`config.mk`:
```
export PLATFORM = sky130hd
export DESIGN_NAME = load_hazard_ctrl
export DESIGN_NICKNAME = d
export VERILOG_FILES = /design/src/rtl/load_hazard_ctrl.sv
export SDC_FILE = /design/constraint.sdc
export NUM_CORES = 1
export LEC_CHECK = 0
export CORE_MARGIN = 3
export CORE_UTILIZATION = 40
export DETAILED_ROUTE_END_ITERATION = 12
export GPL_TIMING_DRIVEN = 0
export HOLD_SLACK_MARGIN = 0.08
export PLACE_DENSITY = 0.72
export SLEW_MARGIN = 20
export SYNTH_ARGS = -nofsm -noshare
export SYNTH_HDL_FRONTEND = slang
export SYNTH_SLANG_ARGS = --single-unit
```
`constraint.sdc`:
```
create_clock -name CLK -period 4.5 [get_ports CLK]
set_input_delay 1.35 -clock CLK [delete_from_list [all_inputs] [get_ports CLK]]
set_output_delay 1.35 -clock CLK [all_outputs]
set_load 0.03 [all_outputs]
```
`src/rtl/load_hazard_ctrl.sv`:
```
// Load-use hazard controller between ID and EX: bubbles/stalls behind a load, waits out a busy
// data memory, then pulses per-source WB-forward selects. Optional stall counter: LOAD_HAZARD_PERF_EN.
module load_hazard_ctrl #(
    parameter int REG_AW   = 5,
    parameter int NUM_SRC  = 2,
    parameter int MAX_WAIT = 15,
    parameter int WAIT_W   = 4,
    parameter int CNT_W    = 16
) (
    input  logic                      CLK,
    input  logic                      RESET,
    input  logic                      FLUSH,
    input  logic                      EX_LOAD,
    input  logic [REG_AW-1:0]         EX_RD,
    input  logic [NUM_SRC*REG_AW-1:0] ID_RS,
    input  logic [NUM_SRC-1:0]        ID_RS_USE,
    input  logic                      MEM_BUSY,
    output logic [NUM_SRC-1:0]        FRWD_WB,
    output logic                      BUBBLE,
    output logic                      STALL,
`ifdef LOAD_HAZARD_PERF_EN
    output logic [CNT_W-1:0]          STALL_CNT,
`endif
    output logic                      TIMEOUT
);

    typedef enum logic [1:0] {
        IDLE = 2'd0,
        BUBL = 2'd1,
        WAIT = 2'd2,
        FWD  = 2'd3
    } state_t;

    localparam logic [WAIT_W-1:0] MAX_W = WAIT_W'(MAX_WAIT);

    state_t              state_q, state_d;
    logic [NUM_SRC-1:0]  mask_q, mask_d;
    logic [WAIT_W-1:0]   cnt_q, cnt_d;
    logic [NUM_SRC-1:0]  frwd_q, frwd_d;
    logic                bubble_q, bubble_d;
    logic                stall_q, stall_d;
    logic                timeout_q, timeout_d;
    logic [NUM_SRC-1:0]  match;
    logic                haz;

    always_comb begin
        match = '0;
        for (int i = 0; i < NUM_SRC; i++) begin
            match[i] = (ID_RS[i*REG_AW +: REG_AW] == EX_RD) & ID_RS_USE[i];
        end
        haz = EX_LOAD & (EX_RD != '0) & (|match);
    end

    always_comb begin
        state_d   = state_q;
        mask_d    = mask_q;
        cnt_d     = cnt_q;
        frwd_d    = '0;
        bubble_d  = 1'b0;
        stall_d   = 1'b0;
        timeout_d = timeout_q;
        if (FLUSH) begin
            // Flush beats any hazard or memory wait; the timeout flag is deliberately kept.
            state_d = IDLE;
            mask_d  = '0;
            cnt_d   = '0;
        end else begin
            case (state_q)
                IDLE, FWD: begin
                    if (haz) begin
                        state_d  = BUBL;
                        bubble_d = 1'b1;
                        stall_d  = 1'b1;
                        mask_d   = match;
                    end else begin
                        state_d = IDLE;
                    end
                end
                BUBL: begin
                    if (MEM_BUSY) begin
                        state_d  = WAIT;
                        bubble_d = 1'b1;
                        stall_d  = 1'b1;
                        cnt_d    = WAIT_W'(1);
                        if (cnt_d == MAX_W) timeout_d = 1'b1;
                    end else begin
                        state_d = FWD;
                        frwd_d  = mask_q;
                    end
                end
                WAIT: begin
                    if (MEM_BUSY) begin
                        bubble_d = 1'b1;
                        stall_d  = 1'b1;
                        cnt_d    = (cnt_q == MAX_W) ? cnt_q : cnt_q + WAIT_W'(1);
                        if (cnt_d == MAX_W) timeout_d = 1'b1;
                    end else begin
                        state_d = FWD;
                        frwd_d  = mask_q;
                        cnt_d   = '0;
                    end
                end
                default: state_d = IDLE;
            endcase
        end
    end

`ifdef LOAD_HAZARD_PERF_EN
    logic [CNT_W-1:0] stall_cnt_q, stall_cnt_d;

    // Counts cycles the registered STALL was high; saturates, survives flushes.
    always_comb begin
        stall_cnt_d = stall_cnt_q;
        if (stall_q && (stall_cnt_q != '1)) stall_cnt_d = stall_cnt_q + CNT_W'(1);
    end

    always_ff @(posedge CLK or negedge RESET) begin
        if (!RESET) stall_cnt_q <= '0;
        else        stall_cnt_q <= stall_cnt_d;
    end

    assign STALL_CNT = stall_cnt_q;
`endif

    always_ff @(posedge CLK or negedge RESET) begin
        if (!RESET) begin
            state_q   <= IDLE;
            mask_q    <= '0;
            cnt_q     <= '0;
            frwd_q    <= '0;
            bubble_q  <= 1'b0;
            stall_q   <= 1'b0;
            timeout_q <= 1'b0;
        end else begin
            state_q   <= state_d;
            mask_q    <= mask_d;
            cnt_q     <= cnt_d;
            frwd_q    <= frwd_d;
            bubble_q  <= bubble_d;
            stall_q   <= stall_d;
            timeout_q <= timeout_d;
        end
    end

    assign FRWD_WB = frwd_q;
    assign BUBBLE  = bubble_q;
    assign STALL   = stall_q;
    assign TIMEOUT = timeout_q;

endmodule

```
# Word-level counts from Yosys, hierarchy flattened
# Index checks and enable logic that the tools add are counted.
# word_totals
reg_bits	12
inputBits	22
output_inout_bits	5
# classes
add_sub_neg	1
eq_ne	9
mux	20
bitwise_logic	5
n_reduce_logical	11
# op_table
operator	count
2-to-1 mux 2 bit	8
2-to-1 mux 4 bit	4
== test 5 bit	2
== test 4 bit, second input constant	2
one-hot mux 4 bit (2 select lines)	1
inequality test 3 bit, second input constant	2
one-hot mux 2 bit (3 select lines)	1
OR reduction 2 bit	3
2-to-1 mux 1 bit	5
nonzero test 5 bit	1
adder 4 x 1 -> 4 bit, second input constant	1
bitwise AND 1 bit	4
== test 2 bit, second input constant	2
AND reduction 2 bit	2
AND reduction 4 bit	1
nonzero test 2 bit	2
nonzero test 3 bit	1
== test 2 x 1 -> 1 bit, second input constant	1
zero test 2 bit	1
one-hot mux 1 bit (2 select lines)	1
inverter 1 bit	1

# Logic depth before layout (Yosys ltp)
# depth
depth_word	7
mapped_depth	6
mapped_depth_nobuf	6

# Worst setup path after synthesis
# OpenSTA, ideal clock, no wires.
# synth_timing
path_kind	input -> register
start	input EX_RD[0]
end	register mask_q[1]
setup_time_ns	0.121
arrival_time_ns	2.450
required_time_ns	4.379
path_slack_ns	1.929
path_stages	4
path_buffers	0
path_cell_list	or4_1 o21a_1 and3_4 a22o_1
# synth_via
elab_chain_len	6
word_cells_on_any_way	13
classes_between	2 x eq/ne; 3 x mux; 4 x bitwise; 4 x reduce/logical
# synth_rtl
item	line	rtl
from (decl)	14	input logic [REG_AW-1:0] EX_RD,
== test 5 bit	49	match[i] = (ID_RS[i*REG_AW +: REG_AW] == EX_RD) & ID_RS_USE[i];
bitwise AND 1 bit	49	
OR reduction 2 bit	51	haz = EX_LOAD & (EX_RD != '0) & (|match);
bitwise AND 1 bit	51	
nonzero test 2 bit (no line)	n/a	
AND reduction 2 bit (no line)	n/a	
to (signal assigned)	136	mask_q <= mask_d;
to (decl)	37	logic [NUM_SRC-1:0] mask_q, mask_d;
# Parallel ways exist; a longest one is shown, timed or not. The select of a mux whose other input is x is not followed.
# A chain may end at the register's enable or synchronous reset.

# Final worst setup path
# Same ends and word-level chain as after synthesis.

==> impl_metrics.py <==
metrics = {
    "job": {
        "drv_cap": 0,
    },
    "grt": {
        "grt_pass1_wl_mm": 2.93,
        "antenna_found_initial": 0,
        "track_usage_pct": 15.4,
        "grt_overflow": 0,
        "grt_max_degree": 13,
        "grt_pass1_vias": 743,
    },
    "floorplanning": {
        "dieArea_um2": 2530,
        "coreArea_um2": 1780,
        "die_h_um": 50.3,
        "die_x_um": 50.3,
        "io_pins": 27,
        "start_util_pct": 44.1,
        "rows": 15,
    },
    "clock_tree": {
        "htreeDepth": 1,
        "post_cts_resized": 0,
        "clk_latency_ns": 0.28,
        "cts_buffers": 3,
        "cts_setup_buffers": 0,
        "cts.sinks": 12,
        "cts_tree": "built",
        "root_buffer": "clkbuf_4",
        "clk_pin_slew_ns": 0.08,
        "postCtsHoldBufs": 0,
        "clk_path_buf_depth": 2,
    },
    "placed_design": {
        "port_buffers": 25,
        "dp_hpwl_mm": 1.40,
        "place_congestion": 0.729,
        "post-place-ws_ns": 1.36,
    },
    "yosys": {
        "synthesis.nets": 112,
        "synthCells": 87,
        "synth_area_um2": 786,
        "yosysSeqAreaShare_pct": 38.2,
        "avgSynthCellArea_um2": 9.03,
        "synth.distinct_cells": 32,
        "yosysWarningCount": 0,
        "ys_ff_latch": 12,
    },
    "layout": {
        "regArea_um2": 300,
        "area_growth_pct": 40.4,
        "fin_util_pct": 61.9,
        "multiInputGateArea_um2": 452,
        "n_fill_cell": 162,
        "num_antenna_cells": 0,
        "fin_nets": 142,
        "drive_above_1_share_pct": 6.03,
    },
    "route": {
        "via_per_inst": 5.40,
        "wire_per_inst_um": 12.3,
        "drt-initial-drc-count": 11,
        "drc": 0,
        "ant_nets": 0,
        "num_vias": 761,
        "wl_mm": 1.74,
        "dr.pass1.iters": 4,
    },
    "setup_path": {
        "cp-end-kind": "flip-flop",
        "critical_path_required_ns": 4.67,
        "cp_data_arrival_time_ns": 3.01,
        "rrSetupSlack_ns": 2.86,
        "crit_type": "in2reg",
        "cp-start-kind": "input port",
        "crit_fanout": 4,
    },
    "sta": {
        "fin_skew_ns": 0.0114,
        "finalMaxSlewViolations": 0,
        "fin_crit_sh_pct": 63.1,
        "worst_pin_slew_ns": 0.551,
        "hold_slack_ns": 0.473,
        "finalCriticalPeriod_ns": 2.84,
        "final_hold_viol_count": 0,
        "timing.fmax_mhz": 352,
        "rsz0062_at_grt": "false",
        "finalSetupViolations": 0,
        "slew_headroom_pct": 63.1,
        "setup_tns_ns": 0,
        "fin_ws_ns": 1.66,
    },
    "outcome": {
        "outcome": "completed",
    },
    "power": {
        "power_uw": 361,
        "pwr_density_cell_nw_per_um2": 327,
        "ir_worst_vdd_mv": 0.160,
        "leakage_uw": 0.000470,
    },
    "min_path": {
        "hold_class": "reg2reg",
    },
}
==> metrics by stage <==
stage,std cells,area (um2)
after floorplan,87,786
after global placement,137,1070
after detailed placement,137,1070
after CTS,141,1100
after global routing,141,1100
final,141,1100
==> cells in the final DEF (no fill, tap or decap) <==
cell             netlist  layout
clkdlybuf4s50_1        0      25
dfrtp_1               12      12
xor2_1                 8       8
nor2_1                 8       8
inv_1                  6       6
nand3_1                6       6
o21ai_0                5       5
a21oi_1                4       4
xnor2_1                3       3
nand2_1                3       3
ha_1                   3       3
clkbuf_4               0       3
nor3_1                 2       2
and2_1                 2       2
nor4_1                 2       2
and3_1                 2       2
o22ai_1                2       2
nor2b_1                2       2
mux2i_1                2       2
clkbuf_1               1       1
or4_1                  1       1
o21a_1                 1       1
o32ai_1                1       1
a32oi_1                1       1
and3_4                 1       1
o31ai_1                1       1
a32o_1                 1       1
a221oi_1               1       1
a211oi_1               1       1
a22o_1                 1       1
nand2b_1               1       1
nor3b_1                1       1
a31o_2                 1       1
buf_4                  1       1
clkbuf_8               0       1
==> registers in the layout (all words and copies together) (netlist names) <==
signal / flops
FRWD_WB: 2
STALL: 1
TIMEOUT: 1
cnt_q: 4
mask_q: 2
state_q: 2
==> layer usage <==
| metal | global-route usage, % | part of all wire [%] | vias to the layer above |
|---|---|---|---|
| met5 | 0 | 0 | - |
| met4 | 8.07 | 2.8 | 0 |
| met3 | 4.15 | 6.6 | 7 |
| met2 | 28.9 | 49 | 37 |
| met1 | 15.0 | 41 | 349 |
| li1 | - | - | 368 |
==> cells by family (layout without fill, tap and decap cells) <==
family / count (synthesis) / after routing / synth area share [%]
and+or+nand+nor: 31 / 31 / 20.9
xor gates and xnor gates: 11 / 11 / 12.3
buffers and inverters: 8 / 37 / 4.30
DFF: 12 / 12 / 38.2
adders and majority gates: 3 / 3 / 4.78
muxes: 2 / 2 / 2.55
AOI/OAI and AO/OA: 20 / 20 / 17.0
==> layout make-up <==
| cell class | count | area share [%] |
|---|---|---|
| Tap cell | 25 | 2.83 |
| Buffer | 2 | 1.02 |
| Timing Repair Buffer | 25 | 22.7 |
| Clock buffer | 4 | 3.29 |
| Sequential cell | 12 | 27.2 |
| Inverter | 6 | 2.04 |
| Multi-Input combinational cell | 67 | 40.9 |
==> synth_stat cells (all sizes together) <==
cell | count | share of area (%)
nand2b | 1 | 0.80
a32oi | 1 | 1.1
o31ai | 1 | 0.96
nor3 | 2 | 1.3
o21a | 1 | 0.96
o32ai | 1 | 1.1
a22o | 1 | 1.1
nor2b | 2 | 1.6
nand2 | 3 | 1.4
o22ai | 2 | 1.6
a32o | 1 | 1.3
or4 | 1 | 0.96
o21ai | 5 | 3.2
nor3b | 1 | 0.96
buf | 1 | 0.96
nor2 | 8 | 3.8
a31o | 1 | 1.1
dfrtp | 12 | 38
a21oi | 4 | 2.5
nor4 | 2 | 1.6
xor2 | 8 | 8.9
nand3 | 6 | 3.8
inv | 6 | 2.9
clkbuf | 1 | 0.48
and3 | 3 | 3.0
ha | 3 | 4.8
and2 | 2 | 1.6
a221oi | 1 | 1.1
mux2i | 2 | 2.5
a211oi | 1 | 0.96
xnor2 | 3 | 3.3
==> where the power goes <==
group | switching, uW | leakage, uW | total [uW] | internal (uW)
registers | 10.6 | 0.000167 | 130 | 119
clock network | 37.7 | 0.0000210 | 86.9 | 49.3
logic | 79.0 | 0.000283 | 144 | 65.3
==> final timing paths <==
check,cells past startpoint,start,endpoint
hold / removal,1,TIMEOUT,TIMEOUT
setup / recovery,5,EX_RD[0],mask_q[1]
hold reg to reg,1,TIMEOUT,TIMEOUT
setup reg to reg,6,state_q[0],cnt_q[2]
max in group asynchronous,1,RESET,cnt_q[3]
min in group asynchronous,1,RESET,state_q[0]
==> worst max-delay path, cell delays in order <==
cell and delay, ns:
clkdlybuf4s50_1 0.47, or4_1 0.55, o21a_1 0.23, and3_4 0.19
a22o_1 0.22
Note: power is estimated with default switching activity, not from simulation.
